--- src/rtl/mem_port_arbiter.sv ---
`default_nettype none
// ============================================================================
// Module      : mem_port_arbiter
// Description : Arbitrates the unified memory between fetch (F) and
//               load/store (D); registered one-cycle read response.
// Revision    : 1.0
// ============================================================================
module mem_port_arbiter #(
    parameter int ARB_MODE = 0,
    parameter int MAX_WAIT = 4,
    parameter int CNT_W    = 16
) (
    input  logic             i_clk,
    input  logic             i_rst_n,
    input  logic             i_f_req,
    input  logic [31:0]      i_f_addr,
    output logic             o_f_gnt,
    output logic             o_f_rvalid,
    output logic [31:0]      o_f_rdata,
    input  logic             i_d_req,
    input  logic             i_d_we,
    input  logic [31:0]      i_d_addr,
    input  logic [31:0]      i_d_wdata,
    output logic             o_d_gnt,
    output logic             o_d_rvalid,
    output logic [31:0]      o_d_rdata,
    output logic [31:0]      o_mem_addr,
    output logic             o_mem_we,
    output logic [31:0]      o_mem_wdata,
    input  logic [31:0]      i_mem_rdata,
    output logic [CNT_W-1:0] o_conflict_cnt
);

    localparam int         c_WAIT_W   = 4;
    localparam logic [3:0] c_MAX_WAIT = c_WAIT_W'(MAX_WAIT);

    logic             r_rr_d_first;
    logic [3:0]       r_f_wait;
    logic             w_conflict;
    logic             w_f_wins;
    logic             w_f_gnt;
    logic             w_d_gnt;

    assign w_conflict = i_f_req & i_d_req;

    // Round-robin follows the pointer; fixed priority lets F through only once starved.
    assign w_f_wins = (ARB_MODE == 0) ? ~r_rr_d_first : (r_f_wait == c_MAX_WAIT);

    always_comb begin
        w_f_gnt = 1'b0;
        w_d_gnt = 1'b0;
        if (i_rst_n) begin
            if (w_conflict) begin
                w_f_gnt = w_f_wins;
                w_d_gnt = ~w_f_wins;
            end else begin
                w_f_gnt = i_f_req;
                w_d_gnt = i_d_req;
            end
        end
    end

    assign o_f_gnt     = w_f_gnt;
    assign o_d_gnt     = w_d_gnt;
    assign o_mem_addr  = w_f_gnt ? i_f_addr : (w_d_gnt ? i_d_addr : 32'h0);
    assign o_mem_we    = i_d_we & w_d_gnt;
    assign o_mem_wdata = w_d_gnt ? i_d_wdata : 32'h0;

    always_ff @(posedge i_clk) begin
        if (!i_rst_n) begin
            o_f_rvalid     <= 1'b0;
            o_d_rvalid     <= 1'b0;
            o_f_rdata      <= 32'h0;
            o_d_rdata      <= 32'h0;
            o_conflict_cnt <= '0;
            r_rr_d_first   <= 1'b1;
            r_f_wait       <= '0;
        end else begin
            o_f_rvalid <= w_f_gnt;
            o_d_rvalid <= w_d_gnt;
            // Memory updates after this edge, so a D write returns the old word.
            if (w_f_gnt) begin
                o_f_rdata <= i_mem_rdata;
            end
            if (w_d_gnt) begin
                o_d_rdata <= i_mem_rdata;
            end
            if (w_conflict) begin
                r_rr_d_first <= ~r_rr_d_first;
            end
            if (!i_f_req || w_f_gnt) begin
                r_f_wait <= '0;
            end else if (r_f_wait != c_MAX_WAIT) begin
                r_f_wait <= r_f_wait + 4'd1;
            end
            if (w_conflict && (o_conflict_cnt != {CNT_W{1'b1}})) begin
                o_conflict_cnt <= o_conflict_cnt + 1'b1;
            end
        end
    end

endmodule
`default_nettype wire

--- config.mk ---
export PLATFORM = sky130hd
export DESIGN_NAME = mem_port_arbiter
export DESIGN_NICKNAME = d
export VERILOG_FILES = /design/src/rtl/mem_port_arbiter.sv
export SDC_FILE = /design/constraint.sdc
export NUM_CORES = 1
export LEC_CHECK = 0
export ABC_CLOCK_PERIOD_IN_PS = 2000
export CORE_AREA = 2 2 111 113
export DETAILED_ROUTE_END_ITERATION = 7
export DIE_AREA = 0 0 113 115
export GPL_TIMING_DRIVEN = 0
export PLACE_DENSITY_LB_ADDON = 0.05
export SLEW_MARGIN = 0
export SYNTH_ARGS = -nofsm -noshare
export SYNTH_HDL_FRONTEND = slang
export SYNTH_SLANG_ARGS = --single-unit
--- constraint.sdc ---
create_clock -name i_clk -period 2 [get_ports i_clk]
set_clock_uncertainty 0.15 [all_clocks]
set_input_delay 0.4 -clock i_clk [delete_from_list [all_inputs] [get_ports i_clk]]
set_output_delay 0.4 -clock i_clk [all_outputs]
set_load 0.01 [all_outputs]
### Word level (Yosys, flattened, before mapping)

Index checks and enable logic that the tools add are counted.

* register bits: 83
* input bits: 133

* equality and inequality tests: 1
* bitwise operators: 3
* add/sub/neg operators: 1
* reductions and logical operators: 1
* mux-type cells: 7

Operators with widths (count)
* 32-bit two-way mux: 3
* 16-bit by 1-bit adder with 16-bit output, second input constant: 1
* 16-bit != test, second input constant: 1
* 1-bit two-way mux: 4
* 1-bit AND: 2
* 1-bit logical AND: 1
* 1-bit inverter: 1

### Depth between registers and ports, before layout

* depth after elaboration: 5
* mapped depth: 7

### Worst setup path before layout

OpenSTA, ideal clock, no wires.

* path kind: input to output
* start: in i_rst_n
* end: out o_mem_addr[29]
* required time: 1.450 ns
* stages: 6
* arrival: 1.433 ns
* slack: 0.017 ns
* buffers on the path: 3
* cell sequence: buf_2 > nand2_1 > a21oi_1 > buf_2 > clkbuf_1 > a22o_1

* word-level cells in the longest chain between the ends: 3
* elaborated cells between the ends (all ways): 4

Ends and longest elaborated chain
* from (decl): line 14 `input logic i_rst_n,`
* 1-bit two-way mux: line 52 `if (i_rst_n) begin`
* 32-bit two-way mux: line 65 `assign o_mem_addr = w_f_gnt ? i_f_addr : (w_d_gnt ? i_d_addr : 32'h0);`
* 32-bit two-way mux (*): line 65
* to (decl): line 27 `output logic [31:0] o_mem_addr,`

Mark *: on every way between the ends. The rest lies on a longest branch, timed or not.

### Worst setup path after layout

* start: reg r_rr_d_first
* end: out o_mem_addr[22]

* word-level cells in the longest chain between the ends: 4
* elaborated cells between the ends (all ways): 7

Ends and longest elaborated chain
* from (decl): line 37 `logic r_rr_d_first;`
* from (signal assigned): line 89 `r_rr_d_first <= ~r_rr_d_first;`
* 1-bit two-way mux / 1-bit inverter (equally long branches): line 53, 47
* 1-bit two-way mux, on equally long branches: line 52, 53
* 32-bit two-way mux / 1-bit two-way mux (equally long branches): line 65, 52
* 32-bit two-way mux (*): line 65

Marks and branches as above.

==> metrics <==
async set-reset flop share out of synthesis 0; grt ovf 0; DR pass1 iterations 8; drt drc 19; Die Height 115 um; Initial Utilization 0.311; reg2reg end o_conflict_cnt[4]; final hold viol count 0; vias 4618; Mean Syn Cell Area 7.78 um2; Core Region 11800 um2; power density over the cells 631 nW/um2; DR WL/cell 18.1 um; Worst Max-Slew Pin Slew 531 ps; combinational power share 0.243; area post-placement 6650 um2; critical path's most frequent cell buf_6; Top FF cell, synth dfxtp_1; first-pass GRT wire length 24500 um; proportion of layout cells with a drive suffix above 1 0.186; flop-to-flop setup slack 150 ps; Clock Latency Late Sink 330 ps; Worst R2R Start o_conflict_cnt[0]; Syn Inst Count 472; Hold-fix buffers, CTS 0; Ports 282; switching pwr 1.17 mW; register area share after synthesis 0.452; max-slew violations 0; 1st-iter DRT viols 197; M1 WL 6730 um; failing checks DRC, setup timing; Final Non-Filler Cells 938; Hold Path Sink o_d_rvalid; Post-Syn Area 3670 um2; Max Cap Viol 0; Top Metal Used met4; CP Max Fanout 5; pin count of the biggest net entering global routing 14; crit path DAT 1570 ps; metal2 WL 8410 um; Crit Path Class flop to output pin; FP Rows 40; Min-Delay Path Depth 2; static leakage 2.88 nW; final clock period utilization by the worst path 1.06; clock power share 0.360; worst rel slew slack 0.646; Final Wtd Congestion 0.830; # diodes 0; IO buf count 279; CP endpoint kind output pin; largest family of logic cells by synthesized area simple AND/OR/NAND/NOR gates; Reg2Reg Depth 6; Clk pin slew, worst setup/hold paths 60 ps; Critical Path RT 1450 ps; Yosys cell types 34; Max Clock Freq 0.472 GHz; most common cell after layout, fill and taps aside clkdlybuf4s50_1; Synthesized Nets 606; number of global-route vias before repair 4254; Post-DRT Antenna Nets 0; Synth Area in Simple Gates 0.275; EDFF count, synth 0; gr usage total 0.244; RSZ-0062 raised after global routing yes; post-route minimum period 2120 ps; Post-Synth XOR/XNOR Area 0.00238; DIE AREA 13000 um2; CTS tree yes; drt via density 4.92; pre-CTS setup slack -1400 ps; NumNets Final 920; worst-path cell chain inv_2 > a21oi_4 > buf_6 > buf_6 > buf_6 > a22o_1 > buf_6; clk buf depth 2; # fillers 1074; FF/Latch Area 1660 um2; htree depth 3; hold path start i_f_req; initial antenna violation count 0; compound-gate portion of the synthesized area 0.213; Yosys warning count 0; DP HPWL 13000 um; Sink Count 83; multi-input logic area 1900 um2; root buffer cell clkbuf_16; CP max-delay cell dfxtp_2; wire length on met3 1650 um; #FFs+latches synth 83; post-layout instance area 7150 um2; most frequent cells in the layout clkdlybuf4s50_1, nand2_1, dfxtp_1; Crit path buffers/inverters 5; cell family with most CP delay buffers and inverters; Adder-Cell Fraction of Synth Area 0.00341; crit start category flop; Final WS setup -120 ps; final setup vio count 49; Worst Hold Class input port to flop; peak supply drop 0.515 mV; switching share of power 0.259; routed wire length 17000 um; Die Width 113 um; register share of total power 0.397; max incr delay on CP 340 ps; mux cell area share after synthesis 0.00817; clock buffer count from CTS 9; DP Cell Count 898; Layout area overhead 94.8%; internal power 3.35 mW; run status complete, but fails checks
timing repair:
item	4_1_cts	5_1_grt
buffers inserted	12	8
setup endpoints to repair	91	73
cloned	7	0
pin swaps	11	19
gates resized for setup	370	21
layout make-up:
cell class                      instances  area share
Buffer                                 34      0.0332
Clock buffer                           11      0.0325
Clock inverter                          5     0.00752
Timing Repair Buffer                  304       0.400
Inverter                                4     0.00280
Sequential cell                        83       0.232
Multi-Input combinational cell        350       0.266
Tap cell                              147      0.0257
layer usage:
| layer | GRT usage | vias up |
|---|---|---|
| met5 | 0 | - |
| met2 | 0.420 | 198 |
| met4 | 0.0561 | 0 |
| met1 | 0.303 | 2161 |
| met3 | 0.0733 | 13 |
| li1 | - | 2246 |
per-stage QoR:
step	util	TNS [ps]	hold slack (ps)	power [mW]
final	0.606	-3080	222	4.52
after global placement	0.563	-101640	291	2.84
after floorplan	-	0	330	2.15
after global routing	0.606	-6310	214	4.70
after detailed placement	0.563	-108980	298	2.85
after CTS	0.599	-5480	216	4.53
kinds of logic (layout without fill, tap and decap cells):
group / Yosys count / count (layout)
muxes: 3 / 3
AOI/OAI and AO/OA: 126 / 126
xor gates and xnor gates: 1 / 1
buffers and inverters: 39 / 358
DFF: 83 / 83
and+or+nand+nor: 219 / 219
adders and majority gates: 1 / 1
worst register-to-register path: cells and delay by family, from the launching register on:
kind | cells | cell delay, ps
AND/OR/NAND/NOR | 3 | 650
buffers and inverters | 1 | 240
AO/OA/AOI/OAI | 1 | 50
flip-flops | 1 | 400
adder cells (fa/ha/maj) | 1 | 230
synth_stat cells, types with 2 or more instances:
| cell | count | area, um2 |
|---|---|---|
| a21oi_1 | 44 | 220 |
| a22o_1 | 32 | 280 |
| and2_1 | 35 | 219 |
| and3_1 | 2 | 12.5 |
| buf_2 | 11 | 55.1 |
| buf_4 | 2 | 15.0 |
| clkbuf_1 | 22 | 82.6 |
| dfxtp_1 | 83 | 1660 |
| inv_1 | 3 | 11.3 |
| mux2i_1 | 3 | 30.0 |
| nand2_1 | 147 | 552 |
| nand2_2 | 2 | 12.5 |
| nand2b_1 | 3 | 18.8 |
| nand3_1 | 5 | 25.0 |
| nand4_1 | 5 | 31.3 |
| nor2_1 | 3 | 11.3 |
| nor3_1 | 4 | 20.0 |
| o211ai_1 | 2 | 15.0 |
| o21ai_0 | 38 | 190 |
| o31ai_1 | 6 | 45.0 |
| or3_1 | 4 | 25.0 |
| or4_1 | 4 | 30.0 |
power groups by stage:
stage               clock, mW  sequential [mW]  combinational [mW]
CTS                      1.65             1.79                1.09
finish                   1.63             1.79                1.10
global placement            0             1.82                1.02
floorplan                   0             1.87               0.287
global route             1.73             1.80                1.17
detailed placement          0             1.83                1.02
flip-flops by register name, indices dropped and copies added (netlist names):
signal and cells:
o_d_rdata 32, o_conflict_cnt 16, o_f_rdata 32, o_f_rvalid 1, o_d_rvalid 1, r_rr_d_first 1
how the worst max path moves through the flow:
stage                       from              to  slack (ps)  cells after the start
global placement         i_d_req  o_mem_addr[22]       -1400                      7
finish              r_rr_d_first  o_mem_addr[22]        -120                      7
detailed placement       i_d_req  o_mem_addr[22]       -1400                      7
floorplan                i_rst_n  o_mem_addr[29]          20                      6
global route        r_rr_d_first  o_mem_addr[26]        -170                      7
CTS                 r_rr_d_first  o_mem_addr[22]        -160                      7
Note: power is estimated with default switching activity, not from simulation.
